`config.mk`:
```
export PLATFORM = sky130hd
export DESIGN_NAME = binary_to_bcd_converter
export DESIGN_NICKNAME = d
export VERILOG_FILES = /design/src/rtl/bcd_pkg.sv /design/src/rtl/bcd_add3.sv /design/src/rtl/binary_to_bcd_converter.sv
export SDC_FILE = /design/constraint.sdc
export NUM_CORES = 1
export LEC_CHECK = 0
export ABC_AREA = 1
export BUFFER_PORTS_ARGS = -buffer_cell sky130_fd_sc_hd__buf_2
export CAP_MARGIN = 20
export CORE_ASPECT_RATIO = 1.25
export CORE_MARGIN = 1.5
export CORE_UTILIZATION = 60
export CTS_CLUSTER_DIAMETER = 40
export DETAILED_ROUTE_END_ITERATION = 10
export PLACE_DENSITY = 0.86
export SETUP_SLACK_MARGIN = 0.05
export SLEW_MARGIN = 10
export SYNTH_ARGS = -nofsm -noshare
export SYNTH_HDL_FRONTEND = slang
export SYNTH_SLANG_ARGS = --single-unit
```
`constraint.sdc`:
```
create_clock -name clk -period 2.36 [get_ports clk]
set_clock_uncertainty 0.15 [all_clocks]
set_input_delay 0.472 -clock clk [delete_from_list [all_inputs] [get_ports clk]]
set_output_delay 0.472 -clock clk [all_outputs]
set_load 0.01 [all_outputs]
```
`src/rtl/bcd_pkg.sv`:
```
// Shared definitions for the binary-to-BCD converter.
// Provides the operand width, digit geometry, iteration count and the
// control FSM state encoding used by binary_to_bcd_converter.
package bcd_pkg;

   localparam int unsigned BIN_W   = 8;
   localparam int unsigned DIGITS  = 3;
   localparam int unsigned DIGIT_W = 4;
   localparam int unsigned SCR_W   = DIGITS * DIGIT_W;
   localparam int unsigned OUT_W   = 2 * DIGIT_W;
   localparam int unsigned ITER    = 8;
   localparam int unsigned CNT_W   = $clog2(ITER);

   typedef enum logic [1:0] {
      ST_IDLE  = 2'd0,
      ST_SHIFT = 2'd1,
      ST_DONE  = 2'd2
   } state_e;

endpackage : bcd_pkg

```
`src/rtl/bcd_add3.sv`:
```
// Double-dabble digit correction: adds 3 to a BCD digit that is 5 or more,
// so that the following left shift carries correctly into the next digit.
// Ports:
//   digit_i : current BCD digit
//   adj_c   : corrected digit (combinational)
module bcd_add3
   import bcd_pkg::*;
(
   input  logic [DIGIT_W-1:0] digit_i,
   output logic [DIGIT_W-1:0] adj_c
);

   always_comb begin
      adj_c = digit_i;
      if (digit_i >= DIGIT_W'(5)) begin
         adj_c = digit_i + DIGIT_W'(3);
      end
   end

endmodule : bcd_add3

```
`src/rtl/binary_to_bcd_converter.sv`:
```
// Sequential 8-bit binary to two-digit packed BCD converter (double-dabble).
// A start seen in IDLE latches the operand; eight SHIFT iterations build a
// hundreds/tens/units scratch value, which is published on entry to DONE.
// Ports:
//   clk            : clock, rising edge
//   rst            : asynchronous active-high reset
//   start          : conversion request, sampled only in IDLE
//   binary_number  : unsigned operand 0..255
//   busy           : high while not IDLE
//   done           : one-cycle pulse, new result valid
//   decimal_number : {tens, units} packed BCD
//   overflow       : operand of the last result exceeded 99
// Build option: define BCD_SATURATE_EN to report overflowing results as 8'h99
// instead of the low two decimal digits.
module binary_to_bcd_converter
   import bcd_pkg::*;
(
   input  logic             clk,
   input  logic             rst,
   input  logic             start,
   input  logic [BIN_W-1:0] binary_number,
   output logic             busy,
   output logic             done,
   output logic [OUT_W-1:0] decimal_number,
   output logic             overflow
);

   state_e             state_q, state_d;
   logic [BIN_W-1:0]   op_q,    op_d;
   logic [SCR_W-1:0]   scr_q,   scr_d;
   logic [CNT_W-1:0]   cnt_q,   cnt_d;
   logic               last_q,  last_d;
   logic               busy_q,  busy_d;
   logic               done_q,  done_d;
   logic [OUT_W-1:0]   dec_q,   dec_d;
   logic               ovf_q,   ovf_d;

   logic [SCR_W-1:0]   adj_c;
   logic [DIGIT_W-1:0] hund_c;
   logic               unused_adj_msb_c;

   // Per-digit "+3 if >=5" correction ahead of each shift.
   for (genvar g = 0; g < DIGITS; g++) begin : g_add3
      bcd_add3 u_add3 (
         .digit_i (scr_q[g*DIGIT_W +: DIGIT_W]),
         .adj_c   (adj_c[g*DIGIT_W +: DIGIT_W])
      );
   end

   assign hund_c = scr_q[SCR_W-1 -: DIGIT_W];
   // The hundreds digit never exceeds 2 for an 8-bit operand, so its MSB is
   // always shifted out as zero.
   assign unused_adj_msb_c = adj_c[SCR_W-1];

   // State and datapath registers.
   always_ff @(posedge clk or posedge rst) begin
      if (rst) begin
         state_q <= ST_IDLE;
         op_q    <= '0;
         scr_q   <= '0;
         cnt_q   <= '0;
         last_q  <= 1'b0;
         busy_q  <= 1'b0;
         done_q  <= 1'b0;
         dec_q   <= '0;
         ovf_q   <= 1'b0;
      end else begin
         state_q <= state_d;
         op_q    <= op_d;
         scr_q   <= scr_d;
         cnt_q   <= cnt_d;
         last_q  <= last_d;
         busy_q  <= busy_d;
         done_q  <= done_d;
         dec_q   <= dec_d;
         ovf_q   <= ovf_d;
      end
   end

   // Next-state, datapath and registered-output logic.
   always_comb begin
      state_d = state_q;
      op_d    = op_q;
      scr_d   = scr_q;
      cnt_d   = cnt_q;
      last_d  = last_q;
      dec_d   = dec_q;
      ovf_d   = ovf_q;
      busy_d  = 1'b0;
      done_d  = 1'b0;

      unique case (state_q)
         ST_IDLE: begin
            if (start) begin
               op_d    = binary_number;
               scr_d   = '0;
               cnt_d   = '0;
               last_d  = 1'b0;
               state_d = ST_SHIFT;
            end
         end
         ST_SHIFT: begin
            if (!last_q) begin
               scr_d = {adj_c[SCR_W-2:0], op_q[BIN_W-1]};
               op_d  = {op_q[BIN_W-2:0], 1'b0};
               cnt_d = cnt_q + CNT_W'(1);
               // Eighth shift in progress; the following cycle publishes.
               if (cnt_q == CNT_W'(ITER - 1)) begin
                  last_d = 1'b1;
               end
            end else begin
               state_d = ST_DONE;
               ovf_d   = (hund_c != '0);
`ifdef BCD_SATURATE_EN
               dec_d   = (hund_c != '0) ? OUT_W'(8'h99) : scr_q[OUT_W-1:0];
`else
               dec_d   = scr_q[OUT_W-1:0];
`endif
            end
         end
         ST_DONE: begin
            state_d = ST_IDLE;
         end
         default: begin
            state_d = ST_IDLE;
         end
      endcase

      busy_d = (state_d != ST_IDLE);
      done_d = (state_d == ST_DONE);
   end

   assign busy           = busy_q;
   assign done           = done_q;
   assign decimal_number = dec_q;
   assign overflow       = ovf_q;

endmodule : binary_to_bcd_converter

```
Word-level counts from Yosys, hierarchy flattened
Index checks and enable logic that the tools add are counted.
Widths: inputs -> output; s select.
{"block": "totals", "output_inout_bits": 11, "reg_bits": 37}
{"block": "op_classes", "reduce_logical": 7, "n_lt_le_gt_ge": 3, "eq_ne": 5, "n_mux": 19, "n_addsub": 4}
{"cell": "$mux 12", "n": 2}
{"cell": "$pmux 12 s2", "n": 1}
{"cell": "$mux 8", "n": 2}
{"cell": "$pmux 8 s2", "n": 1}
{"cell": "$ge 4x3->1 const B", "n": 3}
{"cell": "$mux 3", "n": 3}
{"cell": "$add 4x2->4 const B", "n": 2}
{"cell": "$mux 4", "n": 2}
{"cell": "$pmux 3 s2", "n": 1}
{"cell": "$mux 2", "n": 2}
{"cell": "$ne 2x2->1 const B", "n": 2}
{"cell": "$pmux 2 s2", "n": 1}
{"cell": "$reduce_and 2->1", "n": 2}
{"cell": "$reduce_bool 2->1", "n": 2}
{"cell": "$reduce_bool 4->1", "n": 1}
{"cell": "$add 3x1->3 const B", "n": 1}
{"cell": "$add 3x2->3 const B", "n": 1}
{"cell": "$eq 3x3->1 const B", "n": 1}
{"cell": "$mux 1", "n": 3}
{"cell": "$reduce_and 3->1", "n": 1}
{"cell": "$eq 2x1->1 const B", "n": 1}
{"cell": "$eq 2x2->1 const B", "n": 1}
{"cell": "$logic_not 2->1", "n": 1}
{"cell": "$pmux 1 s2", "n": 1}

Depth between registers and ports, before layout
Gate-level depths: netlist of run 1.
{"block": "logic_depth", "word_depth": 4, "mapped_depth": 10, "depth_no_buf": 10}

By module
From an unflattened synthesis of run 1, not the netlist that was laid out.
{"block": "unflattened", "cells_unflattened": 257, "hier_area_um2": 2152.1}
{"mod": "binary_to_bcd_converter", "seq_area_each_um2": 925.9, "area_each_um2": 1746.7, "cells_per_inst": 188, "n_inst": 1}
{"mod": "bcd_add3", "seq_area_each_um2": 0.0, "area_each_um2": 135.1, "cells_per_inst": 23, "n_inst": 3}

Worst setup path after synthesis of run 1
No wires, ideal clock.
{"block": "synth_timing", "path_kind": "reg-to-reg", "startpoint": "register scr_q[4]", "endpoint": "register scr_q[8]", "path_stages_with_launch": 10, "period_less_slack_ps": 1303, "n_path_buf": 0, "setup_ps": 116, "path_slack_ps": 1057, "arrival_time_ps": 1036, "t_required_ps": 2094, "cell_sequence": "dfrtp_1 inv_1 ha_1 nand2_1 nand2_1 inv_1 nand2_1 nand2_1 nand2_1 nand2_1"}
{"block": "synth_between", "elab_chain_cells": 4, "word_cells_on_any_way": 5, "cone_classes": "add/sub: 1; order compare: 1; mux: 3"}
{"element": "start: declaration", "line_no": "binary_to_bcd_converter.sv:30", "rtl": "logic [SCR_W-1:0] scr_q, scr_d;"}
{"element": "start signal: assignment", "line_no": "binary_to_bcd_converter.sv:70", "rtl": "scr_q <= scr_d;"}
{"element": "$add 4x2->4 or $ge 4x3->1 (tied branches)", "line_no": "bcd_add3.sv:16, bcd_add3.sv:15"}
{"element": "$mux 4 *", "line_no": "bcd_add3.sv:15", "rtl": "if (digit_i >= DIGIT_W'(5)) begin"}
{"element": "$mux 12 *", "line_no": "binary_to_bcd_converter.sv:103", "rtl": "if (!last_q) begin"}
{"element": "$pmux 12 s2 *", "line_no": "binary_to_bcd_converter.sv:92", "rtl": "unique case (state_q)"}
Mark *: on every way between the ends. The rest lies on a longest branch, timed or not. The select of a mux whose other input is x is not followed.
A chain may end at the register's enable or synchronous reset.

Final worst setup path of run 1
{"block": "layout_timing", "startpoint": "register state_q[0]", "endpoint": "register scr_q[4]"}
{"block": "layout_between", "elab_chain_cells": 3, "word_cells_on_any_way": 7, "cone_classes": "eq/ne: 3; mux: 1; reduce/logical: 3"}
{"element": "start: declaration", "line_no": "binary_to_bcd_converter.sv:28", "rtl": "state_e state_q, state_d;"}
{"element": "start signal: assignment", "line_no": "binary_to_bcd_converter.sv:68", "rtl": "state_q <= state_d;"}
{"element": "$eq 2x1->1 or $logic_not 2->1 (tied branches)", "line_no": "binary_to_bcd_converter.sv:92"}
{"element": "$ne 2x2->1 (no source line) or $reduce_bool 2->1 (tied branches)"}
{"element": "$reduce_and 3->1 (no source line)"}
Several ways; a longest one is shown, not always the timed one.

==> impl_results.md, run 1 <==
* Peak supply drop at 0.0006956 V
* M1 wire length at about 1.4 mm
* Synth warnings at 0
* Tot GR Track Use at between 20% and 30%
* DR top layer: met4
* Synthesized flop and latch total at 37
* Die height at around 65 um
* Tcrit/Tclk final at about two thirds
* DRC at 0
* Clk Latency, worst-skew pair at 340 ps
* Crit path cell chain: inv_2 -> nor2_2 -> nand2_2 -> nand2_2 -> inv_2 -> nand2_1 -> o21ai_0
* Hpwl dp at 2.308 mm
* WS Path Type: reg2reg
* Pre-antenna DRT Iters at 4
* Longest Clk Path Bufs at 2
* Setup crit start kind: flop
* Die X at 52.89 um
* Clock sink count at 37
* Layout cells sized above 1 at about a fifth
* Worst slew pin tran at 453.6 ps
* Setup tns final at 0 ps
* Final ANT Viol Nets at 0
* Setup slack, reg-to-reg at between 700 and 800 ps
* Die area at about 3500 um2
* Routed WL at about 3.2 mm
* Slew Limit Fails at 0
* Sequential Power Share at just under 40%
* Area grow syn2layout at 7.506%
* Mapped Nets at 240
* CP Max Fanout at 21
* Antenna violations before repair at 0
* Final Setup Violations at 0
* Reg2Reg Launch Point: state_q[0]$_DFF_PP0_
* CTS-repair resized insts at 0
* Status: completed
* Max Cap Viol at 0
* DRT iter0 DRCs at 42
* Metal2 WL at roughly 1.6 mm
* Cells after Synth at 220
* Vias per cell at 5.259
* Inserted Diodes at 0
* Mapped cell area at 1867 um2
* Worst slew margin at between 60% and 70%
* Port-buffer cells at 21
* Crit path required time at between 2000 and 2500 ps
* Clock Power Share at 10.5%
* Pwr dens at ~1400 nW/um2
* Start point of the critical path: state_q[0]$_DFF_PP0_
* Min-Delay Path Class: in2async
* Global-route wire length before repair at between 5 and 6 mm
* Drt wl/cell at around 11 um
* Nets@finish at between 200 and 300
* Gr ovfl total at 0
* Fmax at ~0.63 GHz
* Data arrival, critical path at roughly 1700 ps
* Switching Fraction at 46.03%
* Psw at around 1.3 mW
* Sequential fraction of the synthesis area at between 40% and 50%
* Tmin final at approximately 1600 ps
* CTS Root Cell: clkbuf_4
* Via count at between 1000 and 1500
* P_leak at roughly 1.1 nW
* H-tree Lvls at 2
* Ports at 22
* Cell Rows at 22
* Clk pin slew, worst setup/hold paths at approximately 110 ps
* GPL Wtd Cong at slightly below 0.8
* Gate power share at between 50% and 60%
* Initial Utilization at 63.38%
* Inserted Clock Buffers at 5
* DR WL met3 at 124 um
* Synth cell types at 21
* CP max stage cell: dfrtp_1
* Hold WS at between 60 and 70 ps
* Post-CTS Setup Inserts at 0
* Area post-placement at slightly below 2000 um2
* CTS tree: yes
* Internal power at between 1.5 and 2 mW
* Core ar. at just under 3000 um2
* RSZ-0062 raised after global routing: no
* Post-route cell area at between 2000 and 2500 um2
* Vias in the first global route at approximately 1400
* Largest net degree at the start of global routing at 38
* Hold bufs inserted after CTS at 0
* Crit path largest cell delay at 420 ps
* Crit end category: flop
* Hold Fails Final Rpt at 0
* Avg Inst Size Synth at approximately 8.5 um2
==> power groups by stage <==
stage                     Clock [mW]  Sequential [mW]  Combinational (mW)
after global placement             0             1.09                1.37
after CTS                      0.305             1.09                1.45
after floorplan                    0             1.11                1.19
after global routing           0.338             1.12                1.69
final                          0.295             1.09                1.43
after detailed placement           0             1.10                1.44
==> cell usage after synthesis, drive strengths merged <==
library cell	instances	area share, %
buf	6	3.2
nand2	78	16
a21oi	1	0.27
o21ai	32	10
nor2	6	2.1
o22ai	1	0.34
nand4	5	1.7
ha	9	6.0
dfrtp	37	50
nand3	15	4.0
inv	30	6.2
==> cells in the final DEF (no fill, tap or decap), types with 4 or more instances in the layout <==
master / n
buf_2: 21
clkbuf_4: 5
dfrtp_1: 37
ha_1: 9
inv_1: 25
inv_2: 4
nand2_1: 75
nand3_1: 15
nand4_1: 5
o21ai_0: 13
o21ai_1: 11
o21ai_2: 8
==> per-layer routing <==
metal	global-route usage [%]	vias up
met5	0	-
met4	10.90	0
met3	6.136	8
met2	38.44	22
met1	25.61	692
li1	-	740
==> cells by family (layout without fill, tap and decap cells) <==
group	after synthesis	in the layout	synth area share, %
AO/OA/AOI/OAI	34	34	10.79
buffers and inverters	36	58	9.383
AND/OR/NAND/NOR	104	104	24.20
flip-flops	37	37	49.60
adder cells (fa/ha/maj)	9	9	6.032
==> sequential cells by signal, summed over array words and instances, names as in the netlist, 2 cells and up <==
name / cells
state_q: 2
decimal_number: 8
cnt_q: 3
op_q: 8
scr_q: 12
==> path summary, 6_finish.rpt <==
kind	endpoint	cells past startpoint
worst max-delay path	scr_q[4]$_DFFE_PP0P_	7
worst min-delay path	decimal_number[2]$_DFFE_PP0P_	3
worst max register to register	scr_q[4]$_DFFE_PP0P_	7
worst min register to register	overflow$_DFFE_PP0P_	2
max in group asynchronous	state_q[1]$_DFF_PP0_	3
min in group clk	op_q[0]$_DFFE_PP0P_	3
==> through the flow <==
stage               setup WS, ps  power (mW)  utilization, %  instances
floorplan                  905.4       2.299               -        220
global placement           827.3       2.462           66.70        272
detailed placement         756.5       2.543           66.70        272
CTS                        760.0       2.838           68.14        278
global route               614.3       3.142           68.14        278
finish                     769.0       2.816           68.14        278
==> layout make-up <==
| cell class | count | area [um2] |
|---|---|---|
| fillers | 247 | 938.4 |
| inverters | 30 | 115.1 |
| flip-flops and latches | 37 | 925.9 |
| clock inverters | 1 | 5.005 |
| clock buffers | 5 | 37.54 |
| well taps | 36 | 45.04 |
| multi-input cells | 147 | 765.7 |
| repair buffers | 22 | 112.6 |
==> critical path: cells and delay by family (launching register included) <==
| kind | cells | cell delay, ps |
|---|---|---|
| AND/OR/NAND/NOR | 4 | 570 |
| AO/OA/AOI/OAI | 1 | 90 |
| buffers and inverters | 2 | 250 |
| flip-flops | 1 | 420 |
No activity file was read; power rests on OpenSTA's default activity.
==> run 2: changes to the inputs <==
Settings changed: CORE_UTILIZATION 60 to 51, PLACE_DENSITY 0.86 to 0.78.
Clock period 2.36 ns to 1.4 ns, I/O delays scaled along.
==> impl_results.md, run 2 (synthesized netlist as in run 1, its figures left out) <==
* H-tree Lvls at 2 (unchanged)
* Fin cells at 300 (was 278)
* Most frequent cells in the layout: nand2_1, dfrtp_1, buf_2, o21ai_1, inv_1 (was nand2_1, dfrtp_1, inv_1, buf_2, nand3_1)
* Pwr dens at 2616 nW/um2 (was 1403 nW/um2)
* Area post-placement at 2046 um2 (was 1964 um2)
* Pre-antenna DRT Iters at 4 (unchanged)
* Register with the most flip-flops: scr_q (unchanged)
* Dpl cells at 282 (was 272)
* Gr ovfl total at 0 (unchanged)
* Setup crit start kind: flop (unchanged)
* Vias per cell at 5.080 (was 5.259)
* DRC at 0 (unchanged)
* Nets@finish at 280 (was 263)
* Inserted Clock Buffers at 5 (unchanged)
* Fmax at 0.7404 GHz (was 0.6285 GHz)
* Initial Utilization at 53.59% (was 63.38%)
* Inserted Diodes at 0 (unchanged)
* Clk pin slew, worst setup/hold paths at 80 ps (was 110 ps)
* Status: completed (unchanged)
* GPL Wtd Cong at 0.8311 (was 0.7867)
* Tot GR Track Use at 19.54% (was 22.60%)
* Area grow syn2layout at 28.08% (was 7.506%)
* Psw at 2.686 mW (was 1.296 mW)
* Crit end category: flop (unchanged)
* Setup tns final at 0 ps (unchanged)
* Longest Clk Path Bufs at 2 (unchanged)
* Layout cells sized above 1 at 34.48% (was 19.42%)
* DRT iter0 DRCs at 94 (was 42)
* Worst slew pin tran at 275.3 ps (was 453.6 ps)
* Largest net degree at the start of global routing at 38 (unchanged)
* P_leak at 1.242 nW (was 1.078 nW)
* Final Setup Violations at 0 (unchanged)
* Max Cap Viol at 0 (unchanged)
* Via count at 1524 (was 1462)
* Crit path required time at 1440 ps (was 2430 ps)
* Ports at 22 (unchanged)
* CP Max Fanout at 2 (was 21)
* Hold Fails Final Rpt at 0 (unchanged)
* Slew Limit Fails at 0 (unchanged)
* Tmin final at 1351 ps (was 1591 ps)
* Die area at 4035 um2 (was 3457 um2)
* Drt wl/cell at 13.15 um (was 11.49 um)
* RSZ-0062 raised after global routing: yes (was no)
* Switching Fraction at 42.94% (was 46.03%)
* Worst slew margin at 81.64% (was 69.76%)
* Hold WS at 74.43 ps (was 61.78 ps)
* Core ar. at 3483 um2 (was 2945 um2)
* CTS tree: yes (unchanged)
* Max reg flops at 12 (unchanged)
* Port-buffer cells at 21 (unchanged)
* Internal power at 3.570 mW (was 1.519 mW)
* Die X at 57.12 um (was 52.89 um)
* Global-route wire length before repair at 6.016 mm (was 5.727 mm)
* WS Path Type: reg2reg (unchanged)
* CTS Root Cell: clkbuf_8 (was clkbuf_4)
* Cell Rows at 24 (was 22)
* Sequential Power Share at 30.1% (was 38.6%)
* Commonest non-fill, non-tap cell in the layout: nand2_1 (unchanged)
* Routed WL at 3.946 mm (was 3.195 mm)
* Antenna violations before repair at 0 (unchanged)
* Gate power share at 54.5% (was 50.9%)
* Min-Delay Path Class: in2reg (was in2async)
* Final ANT Viol Nets at 0 (unchanged)
* Tcrit/Tclk final at 96.48% (was 67.41%)
* FILL cells at 269 (was 247)
* Clock Power Share at 15.5% (was 10.5%)
* Vias in the first global route at 1441 (was 1386)
* Setup slack, reg-to-reg at 50 ps (was 770 ps)
* Hpwl dp at 2.296 mm (was 2.308 mm)
* Post-route cell area at 2391 um2 (was 2007 um2)
* Clk Latency, worst-skew pair at 300 ps (was 340 ps)
* Peak supply drop at 0.001516 V (was 0.0006956 V)
* Clock sink count at 37 (unchanged)
* Die height at 70.64 um (was 65.37 um)
* Data arrival, critical path at 1390 ps (was 1670 ps)
run 2: changes by cell type in the layout (fill, tap and decap cells not counted), moves of 8 or more:
| cell | previous run | this run |
|---|---|---|
| inv_2 | 4 | 13 |
| nand2_1 | 75 | 67 |
| buf_4 | 1 | 10 |
| inv_1 | 25 | 15 |
run 2: timing repair:
item | in CTS | in global routing
resized for setup | 5 | 45
endpoints found under the hold margin | 37 | 0
cloned | 0 | 1
pin swaps | 0 | 12
endpoints found under the setup margin | 8 | 24
hold buffers | 1 | 0
buffers inserted | 3 | 5
run 2: layout make-up:
cell class | instances | area [um2] | area share [%]
Tap cell | 39 | 48.80 | 2.041
Timing Repair Buffer | 39 | 284.0 | 11.88
Inverter | 30 | 117.6 | 4.919
Sequential cell | 37 | 925.9 | 38.72
Multi-Input combinational cell | 147 | 898.4 | 37.57
Clock buffer | 7 | 86.33 | 3.611
Clock inverter | 1 | 30.03 | 1.256
run 2: stage by stage:
stage / util [%] / total power [mW] / setup WS [ps]
floorplan: - / 3.876 / 97.40
global placement: 58.73 / 4.431 / 5.258
detailed placement: 58.73 / 4.532 / -37.79
CTS: 63.29 / 5.594 / 24.90
global route: 68.64 / 6.755 / -16.82
finish: 68.64 / 6.255 / 49.33
run 2: worst paths after layout:
path	startpoint	to	depth (start not counted)
worst min register to register	decimal_number[3]$_DFFE_PP0P_	decimal_number[3]$_DFFE_PP0P_	2
max in group asynchronous	rst	busy$_DFF_PP0_	4
worst max-delay path	scr_q[5]$_DFFE_PP0P_	scr_q[8]$_DFFE_PP0P_	8
worst max register to register	scr_q[5]$_DFFE_PP0P_	scr_q[8]$_DFFE_PP0P_	8
min in group asynchronous	rst	op_q[7]$_DFFE_PP0P_	4
worst min-delay path	binary_number[0]	op_q[0]$_DFFE_PP0P_	3
run 2: metal layers:
| layer | wire length, um | share of wire (%) | up-vias | GRT usage, % |
|---|---|---|---|---|
| li1 | - | - | 782 | - |
| met1 | 1746 | 44 | 708 | 23.47 |
| met2 | 2008 | 51 | 24 | 31.93 |
| met3 | 118 | 3.0 | 10 | 6.033 |
| met4 | 71 | 1.8 | 0 | 9.044 |
| met5 | 0 | 0 | - | 0 |
run 2: critical path, stage by stage (launching register included):
cell     delay, ps
dfrtp_1        400
buf_4          140
buf_4          120
nor2_1         120
nor2_1          60
nand2_1         70
nand2_1         50
nand2_1         70
nand2_1         60
run 2: power groups by stage:
| stage | combinational [mW] | sequential, mW | clock [mW] |
|---|---|---|---|
| after floorplan | 2.01 | 1.87 | 0 |
| after global placement | 2.59 | 1.84 | 0 |
| after detailed placement | 2.68 | 1.85 | 0 |
| after CTS | 2.78 | 1.83 | 0.984 |
| after global routing | 3.80 | 1.93 | 1.02 |
| final | 3.41 | 1.88 | 0.968 |
==> run 3: changes to the inputs <==
Settings changed: HOLD_SLACK_MARGIN set to 0.1.
==> impl_results.md, run 3 (synthesized netlist as in run 1, its figures left out) <==
* Status: completed (unchanged)
* Clk pin slew, worst setup/hold paths at 80 ps (about the same)
* Setup crit start kind: flop (unchanged)
* Drt wl/cell at 13.45 um (was 13.15 um)
* Final Setup Violations at 0 (unchanged)
* Clock sink count at 37 (unchanged)
* FILL cells at 262 (was 269)
* Largest net degree at the start of global routing at 38 (unchanged)
* CP Max Fanout at 11 (was 2)
* Worst slew pin tran at 274.5 ps (was 275.3 ps)
* Crit path buffers/inverters at 2 (unchanged)
* Post-layout util at 69.22% (was 68.64%)
* Ports at 22 (unchanged)
* Longest Clk Path Bufs at 2 (unchanged)
* Met1 GRT Util at 23.71% (was 23.47%)
* Worst reg2reg path depth at 7 (was 8)
* Layout cells sized above 1 at 34.22% (was 34.48%)
* CP max stage cell: dfrtp_1 (unchanged)
* Hold Path Depth at 5 (was 3)
* Max Cap Viol at 0 (unchanged)
* Port-buffer cells at 21 (unchanged)
* Setup tns final at 0 ps (unchanged)
* RSZ-0062 raised after global routing: yes (unchanged)
* Data arrival, critical path at 1440 ps (was 1390 ps)
* Setup ws final at 41.67 ps (was 49.33 ps)
* Core ar. at 3483 um2 (unchanged)
* Hold Fails Final Rpt at 0 (unchanged)
* Gr ovfl total at 0 (unchanged)
* Final ANT Viol Nets at 0 (unchanged)
* Inserted Clock Buffers at 5 (unchanged)
* Pre-antenna DRT Iters at 4 (unchanged)
* Multi-input gate area at 898.4 um2 (unchanged)
* CTS Root Cell: clkbuf_8 (unchanged)
* Die X at 57.12 um (unchanged)
* Peak supply drop at 0.001527 V (was 0.001516 V)
* Cell family with most CP delay: flip-flops (was simple AND/OR/NAND/NOR gates)
* Global-route wire length before repair at 6.065 mm (was 6.016 mm)
* Min-Delay Path Class: in2reg (unchanged)
* Dpl cells at 282 (unchanged)
* Commonest non-fill, non-tap cell in the layout: nand2_1 (unchanged)
* Hpwl dp at 2.296 mm (unchanged)
* Routed WL at 4.062 mm (was 3.946 mm)
* Vias in the first global route at 1451 (was 1441)
* Via count at 1540 (was 1524)
* Worst slew margin at 81.70% (was 81.64%)
* Vias per cell at 5.099 (was 5.080)
* Most Crowded Layer GR: met2 (unchanged)
* Tmin final at 1358 ps (was 1351 ps)
* Cell Rows at 24 (unchanged)
* Inserted Diodes at 0 (unchanged)
* H-tree Lvls at 2 (unchanged)
* Nets@finish at 282 (was 280)
* Clk Latency, worst-skew pair at 300 ps (about the same)
* Register with the most flip-flops: scr_q (unchanged)
* Crit path cell chain: inv_2 -> nor2_4 -> nand2_2 -> nand2_4 -> buf_6 -> nand2_1 -> o21ai_1 (was buf_4 -> buf_4 -> nor2_1 -> nor2_1 -> nand2_1 -> nand2_1 -> nand2_1 -> nand2_1)
* GR Util met3 at 6.033% (unchanged)
* P_leak at 1.250 nW (was 1.242 nW)
* Die height at 70.64 um (unchanged)
* Fmax at 0.7362 GHz (was 0.7404 GHz)
* Die area at 4035 um2 (unchanged)
* Antenna violations before repair at 0 (unchanged)
* Tcrit/Tclk final at 97.02% (was 96.48%)
* Tot GR Track Use at 19.70% (was 19.54%)
* Crit path largest cell delay at 440 ps (was 400 ps)
* Most frequent cells in the layout: nand2_1, dfrtp_1, buf_2, o21ai_1, inv_1 (unchanged)
* GRT met2 Usage at 32.18% (was 31.93%)
* Fin cells at 302 (was 300)
* WS Path Type: reg2reg (unchanged)
* Slew Limit Fails at 0 (unchanged)
* Crit end category: flop (unchanged)
* Initial Utilization at 53.59% (unchanged)
* Pwr dens at 2605 nW/um2 (was 2616 nW/um2)
* GPL Wtd Cong at 0.8311 (unchanged)
* CTS tree: yes (unchanged)
* Dpl ws at -37.79 ps (unchanged)
* Max reg flops at 12 (unchanged)
* Crit path required time at 1480 ps (was 1440 ps)
* Reg area at 925.9 um2 (unchanged)
* CP Depth at 7 (was 8)
* Area grow syn2layout at 29.16% (was 28.08%)
* Pwr Total at 6.280 mW (was 6.255 mW)
* DRT iter0 DRCs at 103 (was 94)
* DRC at 0 (unchanged)
## run 3: cell type report
class	count	area share, %
sequential	37	38.40
multi-input combinational	147	37.26
timing repair buffer	41	12.61
inverter	30	4.878
clock buffer	7	3.581
tap	39	2.024
clock inverter	1	1.245
## run 3: repair_timing
item | in CTS | in global routing
setup buffers | 3 | 5
gates cloned | 0 | 1
hold endpoints to repair | 39 | 0
pin swaps | 0 | 12
resized for setup | 5 | 45
endpoints found under the setup margin | 8 | 24
hold buffers | 3 | 0
## run 3: through the flow
stage | instance area (um2) | hold slack [ps]
final | 2411 | 143.9
after global routing | 2411 | 170.8
after CTS | 2225 | 142.1
after detailed placement | 2046 | 196.9
after global placement | 2046 | 194.1
after floorplan | 1867 | 261.3
## run 3: power by group
part           internal (mW)  switching [mW]  total (mW)  leakage, nW
Clock                  0.581           0.389       0.969       0.0585
Sequential              1.55           0.332        1.89        0.465
Combinational           1.44            1.99        3.42        0.727
## run 3: worst paths after layout
kind	start	endpoint	slack, ps
worst max register to register	state_q[0]$_DFF_PP0_	op_q[7]$_DFFE_PP0P_	40
worst min register to register	decimal_number[7]$_DFFE_PP0P_	decimal_number[7]$_DFFE_PP0P_	330
max in group asynchronous	rst	busy$_DFF_PP0_	480
worst max-delay path	state_q[0]$_DFF_PP0_	op_q[7]$_DFFE_PP0P_	40
worst min-delay path	binary_number[1]	op_q[1]$_DFFE_PP0P_	140
min in group asynchronous	rst	op_q[7]$_DFFE_PP0P_	430
## run 3: metal layers
metal | wire length, um | share of wire (%) | vias up
li1 | - | - | 782
met1 | 1742 | 43 | 717
met2 | 2115 | 52 | 31
met3 | 132 | 3.2 | 10
met4 | 71 | 1.7 | 0
met5 | 0 | 0 | -
## run 3: worst reg2reg max path, cell delays in order (launching register included)
cell	delay, ps
dfrtp_1	440
inv_2	80
nor2_4	100
nand2_2	100
nand2_4	110
buf_6	150
nand2_1	70
o21ai_1	90
